==> src/rtl/bit_serial_alu.sv <==
// Bit-serial ALU: consumes operands LSB-first, emits one registered result bit per cycle.
// Optional zero flag (port 'zero' plus accumulator) is built when ALU_ZERO_FLAG_EN is defined.
module bit_serial_alu #(
    parameter int WIDTH = 8
) (
    input  logic       clk,
    input  logic       rst_n,
    input  logic       start,
    input  logic [2:0] op,
    input  logic       a_in,
    input  logic       b_in,
    output logic       shift_en,
    output logic       result_bit,
    output logic       result_valid,
    output logic       busy,
    output logic       done,
    output logic       carry_out
`ifdef ALU_ZERO_FLAG_EN
    ,
    output logic       zero
`endif
);

    localparam int CW = (WIDTH > 1) ? $clog2(WIDTH) : 1;
    localparam logic [CW-1:0] LAST = CW'(WIDTH - 1);

    localparam logic [2:0] OP_ADD    = 3'b000;
    localparam logic [2:0] OP_SUB    = 3'b001;
    localparam logic [2:0] OP_AND    = 3'b010;
    localparam logic [2:0] OP_OR     = 3'b011;
    localparam logic [2:0] OP_XOR    = 3'b100;
    localparam logic [2:0] OP_PASS_B = 3'b110;

    typedef enum logic [1:0] {
        S_IDLE  = 2'd0,
        S_RUN   = 2'd1,
        S_FLUSH = 2'd2
    } state_t;

    state_t        r_state;
    logic [CW-1:0] r_cnt;
    logic          r_carry;
    logic [2:0]    r_op;
    logic          r_shift_en;
    logic          r_result_bit;
    logic          r_result_valid;
    logic          r_busy;
    logic          r_done;
    logic          r_carry_out;
`ifdef ALU_ZERO_FLAG_EN
    logic          r_zero_acc;
    logic          r_zero;
`endif

    logic w_b;
    logic w_sum;
    logic w_carry_nxt;
    logic w_bit;
    logic w_arith;

    always_comb begin
        w_b         = (r_op == OP_SUB) ? ~b_in : b_in;
        w_sum       = a_in ^ w_b ^ r_carry;
        w_carry_nxt = (a_in & w_b) | (a_in & r_carry) | (w_b & r_carry);
        w_arith     = (r_op == OP_ADD) || (r_op == OP_SUB);
        case (r_op)
            OP_ADD, OP_SUB: w_bit = w_sum;
            OP_AND:         w_bit = a_in & b_in;
            OP_OR:          w_bit = a_in | b_in;
            OP_XOR:         w_bit = a_in ^ b_in;
            OP_PASS_B:      w_bit = b_in;
            default:        w_bit = a_in;  // PASS_A and the reserved opcode
        endcase
    end

    always_ff @(posedge clk or negedge rst_n) begin
        if (!rst_n) begin
            r_state        <= S_IDLE;
            r_cnt          <= '0;
            r_carry        <= 1'b0;
            r_op           <= 3'b000;
            r_shift_en     <= 1'b0;
            r_result_bit   <= 1'b0;
            r_result_valid <= 1'b0;
            r_busy         <= 1'b0;
            r_done         <= 1'b0;
            r_carry_out    <= 1'b0;
`ifdef ALU_ZERO_FLAG_EN
            r_zero_acc     <= 1'b0;
            r_zero         <= 1'b0;
`endif
        end else begin
            case (r_state)
                S_IDLE: begin
                    if (start) begin
                        r_op       <= op;
                        r_carry    <= (op == OP_SUB);
                        r_cnt      <= '0;
                        r_shift_en <= 1'b1;
                        r_busy     <= 1'b1;
                        r_state    <= S_RUN;
`ifdef ALU_ZERO_FLAG_EN
                        r_zero_acc <= 1'b1;
`endif
                    end
                end
                S_RUN: begin
                    r_result_bit   <= w_bit;
                    r_result_valid <= 1'b1;
                    if (w_arith) r_carry <= w_carry_nxt;
`ifdef ALU_ZERO_FLAG_EN
                    r_zero_acc <= r_zero_acc & ~w_bit;
`endif
                    // Flags are loaded here so they are already visible alongside done.
                    if (r_cnt == LAST) begin
                        r_state     <= S_FLUSH;
                        r_shift_en  <= 1'b0;
                        r_done      <= 1'b1;
                        r_carry_out <= w_arith ? w_carry_nxt : 1'b0;
`ifdef ALU_ZERO_FLAG_EN
                        r_zero      <= r_zero_acc & ~w_bit;
`endif
                    end else begin
                        r_cnt <= r_cnt + 1'b1;
                    end
                end
                S_FLUSH: begin
                    r_done         <= 1'b0;
                    r_result_valid <= 1'b0;
                    r_busy         <= 1'b0;
                    r_cnt          <= '0;
                    r_state        <= S_IDLE;
                end
                default: r_state <= S_IDLE;
            endcase
        end
    end

    assign shift_en     = r_shift_en;
    assign result_bit   = r_result_bit;
    assign result_valid = r_result_valid;
    assign busy         = r_busy;
    assign done         = r_done;
    assign carry_out    = r_carry_out;
`ifdef ALU_ZERO_FLAG_EN
    assign zero         = r_zero;
`endif

endmodule

==> config.mk <==
export PLATFORM = sky130hd
export DESIGN_NAME = bit_serial_alu
export DESIGN_NICKNAME = d
export VERILOG_FILES = /design/src/rtl/bit_serial_alu.sv
export SDC_FILE = /design/constraint.sdc
export NUM_CORES = 1
export LEC_CHECK = 0
export CAP_MARGIN = 10
export CORE_UTILIZATION = 30
export CTS_BUF_LIST = sky130_fd_sc_hd__clkbuf_16
export CTS_CLUSTER_DIAMETER = 120
export DETAILED_ROUTE_END_ITERATION = 7
export GPL_TIMING_DRIVEN = 0
export PLACE_DENSITY = 0.56
export SYNTH_ARGS = -nofsm -noshare
export SYNTH_HDL_FRONTEND = slang
export SYNTH_SLANG_ARGS = --single-unit
==> constraint.sdc <==
create_clock -name clk -period 2.2 [get_ports clk]
set_input_delay 0.44 -clock clk [delete_from_list [all_inputs] [get_ports clk]]
set_output_delay 0.44 -clock clk [all_outputs]
set_load 0.005 [all_outputs]
==> impl_metrics.ini, run 1 <==
[clocking]
clk_pin_slew_worst_paths_ps = 50
numCtsBuffers = 3
cts_sinks = 15
root_buffer = clkbuf_16
htreeDepth = 1
cts_tree = done
clock_latency_ps = 250
cts_resized = 0
clockBufferDepth = 2
cts_hold_buf = 0
postCtsSetupBuffers = 0

[pwr]
clkPwrFrac_pct = 28.8
p_leak_nw = 0.508
combPwrFrac_pct = 35.9
irDropWorstVdd_v = 0.000573
p_seq_share_pct = 35.3
p_int_w = 0.000833
powerDensity_nw_per_um2 = 1100
netSwitchingFraction_pct = 33.7
design_power_total_w = 0.00126
power.switching_w = 0.000423

[route]
vias = 674
routedWlPerCell_microns = 13.3
dr.pass1.iters = 4
dr.first_iter.drc_count = 12
totalWireLength_microns = 1770
viasPerCell = 5.07
drc = 0
antenna_left = 0

[placed_design]
io_buffers = 13
routabilityCongestion = 0.809
dpl_worst_slack_ps = 152
dp_hpwl_microns = 1290

[setup_path]
cp.arrival_ps = 1970
cp_top_family = simple AND/OR/NAND/NOR gates
cpMaxStageDelayCell = dfrtp_1
required_ps = 2330
worst-path-buf-inv = 0
crit_chain = nor2_1, nand2_1, xnor2_1, fa_1, and4bb_2, a41oi_1, o2bb2ai_1
critPathLaunchType = flip-flop
crit_fanout = 8
worst-setup-path-type = flip-flop to flip-flop
endpoint_kind = flip-flop
cpPeakStageDelay_ps = 460

[synth]
postSynthAreaPerCell_sq_um = 10.5
synth-async-reset-ratio_pct = 100
syn_inst = 85
ys_seq_elements = 15
synthFlopType = dfrtp_1
yosysWarnings = 0
synth_fp_nets = 102
ys_types = 29
synthesis.area_sq_um = 891
synth_seq_area_share_pct = 42.1
synth_edf_count = 0

[die]
die_area_sq_um = 3190
row_count = 19
fp.dieW_microns = 56.5
io-pin-count = 14
initial_core_util_pct = 32.0
die_h_microns = 56.5
coreArea_sq_um = 2780

[grt]
grt_max_degree = 16
antenna_found_initial = 0
grt_pass1_vias = 651
grt_pass1_wl_microns = 3110
grt_overflow = 0
grt_usage_pct = 13.0

[status]
outcome = finished, final reports clean

[sta]
tightest_slew_ps = 679
rsz0062_at_grt = no
finalHoldViolations = 0
timing.final.crit_share_pct = 83.4
finalCriticalPeriod_ps = 1840
finalClockSkew_ps = 1.24
drv_slew = 0
timing.slew.headroom_pct = 54.6
tns_ps = 0
setup_violations = 0
max_freq_mhz = 545
layout_setup_ws_ps = 364

[cells_and_area]
drive_gt1_share_pct = 12.7
antenna_cells = 0
area_delta_synth_final_pct = 27.8
nets = 120

[run]
drv_cap = 0

[worst_hold_path]
hp-class = flip-flop to flip-flop
## worst reg2reg max path: cells and delay by family (launching register included)
family          cells  cell delay, ps
fa+ha+maj           1             360
xor+xnor            1             140
compound gates      2             250
flops               1             460
simple gates        3             510
## cell usage after synthesis (2+ instances only)
cell	number	area [sq um]
inv_1	9	33.8
dfrtp_1	15	375
o2bb2ai_1	2	17.5
nor2_1	2	7.51
a22o_1	4	35.0
o21ai_0	5	25.0
o31ai_1	2	15.0
nand2_1	8	30.0
ha_1	8	100
o41ai_1	2	17.5
a21oi_1	7	35.0
mux2_2	4	45.0
## stage by stage
| step | cells | cell area [sq um] | hold slack (ps) | util, % |
|---|---|---|---|---|
| final | 133 | 1140 | 509 | 40.9 |
| after floorplan | 85 | 891 | 144 | - |
| after CTS | 133 | 1140 | 513 | 40.9 |
| after global routing | 133 | 1140 | 535 | 40.9 |
| after global placement | 129 | 1060 | 493 | 38.1 |
| after detailed placement | 129 | 1060 | 501 | 38.1 |
## power groups by stage
stage	sequential [W]	combinational, W	clock (W)
6_report	0.000443	0.000451	0.000362
5_1_grt	0.000456	0.000514	0.000375
4_1_cts	0.000441	0.000456	0.000368
3_5_place_dp	0.000446	0.000455	0
3_3_place_gp	0.000442	0.000447	0
2_1_floorplan	0.000423	0.000334	0
## cells in the final DEF (no fill, tap or decap)
cell type,count
nor2_1,2
nor2b_1,1
or2_2,1
clkbuf_16,3
buf_2,1
o22a_1,1
o41ai_1,2
and4bb_2,1
a21oi_1,7
clkdlybuf4s50_1,13
fa_1,1
nor2b_4,1
xnor2_1,1
nand2_1,8
ha_1,8
buf_4,1
nand2b_1,1
o2bb2ai_1,2
o211a_1,1
o31ai_1,2
a41oi_1,1
dfrtp_1,15
inv_1,10
mux2_2,4
mux2i_1,1
nand3b_1,1
o211ai_1,1
o21ai_0,5
a31oi_1,1
nand2b_2,1
a22o_1,4
## registers in the layout, indices dropped and copies added, names as in the netlist
signal	count
busy	1
carry_out	1
done	1
r_carry	1
r_cnt	3
r_op	3
r_state	2
result_bit	1
result_valid	1
shift_en	1
## routing by layer
| metal | part of all wire, % | track usage, % | routed length (microns) | vias up |
|---|---|---|---|---|
| met4 | 3.2 | 9.41 | 56 | 0 |
| met5 | 0 | 0 | 0 | - |
| met1 | 49 | 18.7 | 874 | 319 |
| li1 | - | - | - | 336 |
| met2 | 44 | 17.0 | 775 | 14 |
| met3 | 3.5 | 2.76 | 62 | 5 |
## cells by family (layout without fill, tap and decap cells)
family | after synthesis | after routing | synth area share, %
fa+ha+maj | 9 | 9 | 13.5
flops | 15 | 15 | 42.1
xor+xnor | 1 | 1 | 0.983
buf+inv | 11 | 28 | 5.20
simple gates | 17 | 17 | 11.1
compound gates | 27 | 27 | 20.9
mux | 5 | 5 | 6.18
## worst paths after layout
check,slack (ps),cells after the start,start,to
max reg2reg,360,7,r_op[2],r_carry
min reg2reg,510,2,busy,busy
max,360,7,r_op[2],r_carry
min,510,2,busy,busy
max in group asynchronous,1160,1,rst_n,result_bit
min in group asynchronous,600,1,rst_n,result_valid
## area by class of cell
type	instances	area, sq um
multi-input combinational	59	469
tap	31	38.8
buffer	2	12.5
sequential	15	375
fill	278	1640
inverter	9	33.8
timing repair buffer	13	130
clock inverter	1	3.75
clock buffer	3	75.1
Note: power is estimated with default switching activity, not from simulation.
==> run 2, diff against run 1 <==
clock period = 1.7 ns   (was 2.2 ns; I/O delays follow)
==> impl_metrics.ini, run 2 (same netlist as run 1, synthesis figures left out) <==
[route]
wl_met1_microns = 935
dr.pass1.iters = 4
vias = 707
antenna_left = 0
viasPerCell = 5.16
wl_met2_microns = 914
totalWireLength_microns = 1960
route.met3.wl_microns = 53
routedWlPerCell_microns = 14.3
drc = 0
highest_layer = met4
dr.first_iter.drc_count = 22

[clocking]
clockBufferDepth = 2
cts_tree = done
cts_hold_buf = 0
numCtsBuffers = 3
root_buffer = clkbuf_16
clk_pin_slew_worst_paths_ps = 50
htreeDepth = 1
cts_sinks = 15
clock_latency_ps = 250

[setup_path]
cp.arrival_ps = 1860
crit_chain = nor2_4, nand2_2, xnor2_2, fa_2, and4bb_2, a41oi_2, o2bb2ai_1
cpPeakStageDelay_ps = 430
reg2reg_to = r_carry
cpMaxStageDelayCell = dfrtp_2
critPathLaunchType = flip-flop
endpoint_kind = flip-flop
ff2ff_path_depth = 7
r2r_slack_ps = -30
worst-setup-path-type = flip-flop to flip-flop
required_ps = 1830
r2r_start = r_op[2]
crit_fanout = 2

[cells_and_area]
drive_gt1_share_pct = 22.6
stdcell_count = 137
final_cell_mix = dfrtp_1 (13), clkdlybuf4s50_1 (13), inv_1 (10)
nets = 124
finish.instance_area_sq_um = 1200
antenna_cells = 0
area_delta_synth_final_pct = 34.6
top_regs = r_cnt (3), r_op (3), r_state (2)

[grt]
grt_pass1_wl_microns = 3300
grt_max_degree = 16
grt_overflow = 0
grt_pass1_vias = 674
antenna_found_initial = 0
grt_usage_pct = 13.9

[sta]
setup_violations = 1
tightest_slew_ps = 702
max_freq_mhz = 576
layout_setup_ws_ps = -34.8
drv_slew = 0
rsz0062_at_grt = yes
finalCriticalPeriod_ps = 1730
finalClockSkew_ps = 1.26
timing.final.crit_share_pct = 102
finalHoldViolations = 0
timing.slew.headroom_pct = 53.0

[pwr]
powerDensity_nw_per_um2 = 1480
p_leak_nw = 0.533
irDropWorstVdd_v = 0.000855

[die]
initial_core_util_pct = 32.0
die_h_microns = 56.5
fp.dieW_microns = 56.5
coreArea_sq_um = 2780
row_count = 19
io-pin-count = 14
die_area_sq_um = 3190

[placed_design]
placed_cells = 129
routabilityCongestion = 0.809
dp_hpwl_microns = 1290
place_area_sq_um = 1060
io_buffers = 13

[run]
drv_cap = 0

[status]
failed_checks = setup timing
outcome = finished, violations left

[worst_hold_path]
hp-class = primary input to async pin
[run 2: cell types whose count changed in the layout (fill, tap and decap cells not counted), sizes merged]
cell and delta:
buf +4
[run 2: how the worst max path moves through the flow]
stage,start,end,slack (ps),cells past startpoint
2_1_floorplan,r_op[2],r_carry,30,7
3_3_place_gp,b_in,r_carry,-270,6
3_5_place_dp,b_in,r_carry,-250,6
4_1_cts,r_op[1],r_carry,6,7
5_1_grt,r_op[2],r_carry,-110,7
6_report,r_op[2],r_carry,-30,7
[run 2: what timing repair did]
item | CTS | global route
pin swaps | 3 | 3
setup buffers | 3 | 1
gates resized for setup | 4 | 4
endpoints found under the setup margin | 2 | 3
[run 2: power by group]
part	switching, W	internal [W]	leakage (nW)	total (W)
clock network	0.000157	0.000313	0.0423	0.000469
logic	0.000349	0.000379	0.319	0.000728
registers	0.000106	0.000468	0.171	0.000574
total	0.000612	0.00116	0.533	0.00177
[run 2: area by class of cell]
class	count	area [sq um]
timing repair buffer	17	160
fill	280	1580
clock inverter	1	3.75
sequential	15	378
clock buffer	3	75.1
tap	31	38.8
buffer	2	12.5
multi-input combinational	59	497
inverter	9	33.8
[run 2: through the flow]
stage / power, W / hold slack (ps) / setup TNS [ps] / setup slack [ps] / utilization [%]
floorplan: 0.000980 / 44.4 / 0 / 29.0 / -
global placement: 0.00115 / 493 / -571 / -271 / 38.1
detailed placement: 0.00117 / 501 / -559 / -248 / 38.1
CTS: 0.00171 / 513 / 0 / 6.08 / 42.2
global route: 0.00189 / 535 / -111 / -111 / 43.1
finish: 0.00177 / 509 / -34.8 / -34.8 / 43.1
[run 2: critical path, delay by kind of cell, from the launching register on]
family,cells,cell delay [ps]
simple gates,3,460
fa+ha+maj,1,320
flops,1,430
xor+xnor,1,140
compound gates,2,260
[run 2: per-layer routing]
layer / up-vias / GRT usage, %
li1: 348 / -
met1: 342 / 19.4
met2: 12 / 19.0
met3: 5 / 2.76
met4: 0 / 9.41
met5: - / 0
==> run 3, diff against run 2 <==
SLEW_MARGIN = 40   (was unset)
clock period = 2 ns   (was 1.7 ns; I/O delays follow)
==> results of run 3 <==
The final DEF is identical to that of run 1. Status: finished, final reports clean.
Among the figures that moved: setup slack after placement 152 ps -> -7.79 ps; setup slack after layout 364 ps -> 164 ps; register-to-register setup slack 360 ps -> 160 ps; total power 0.00126 W -> 0.00138 W; worst IR drop on VDD 0.000573 V -> 0.000631 V
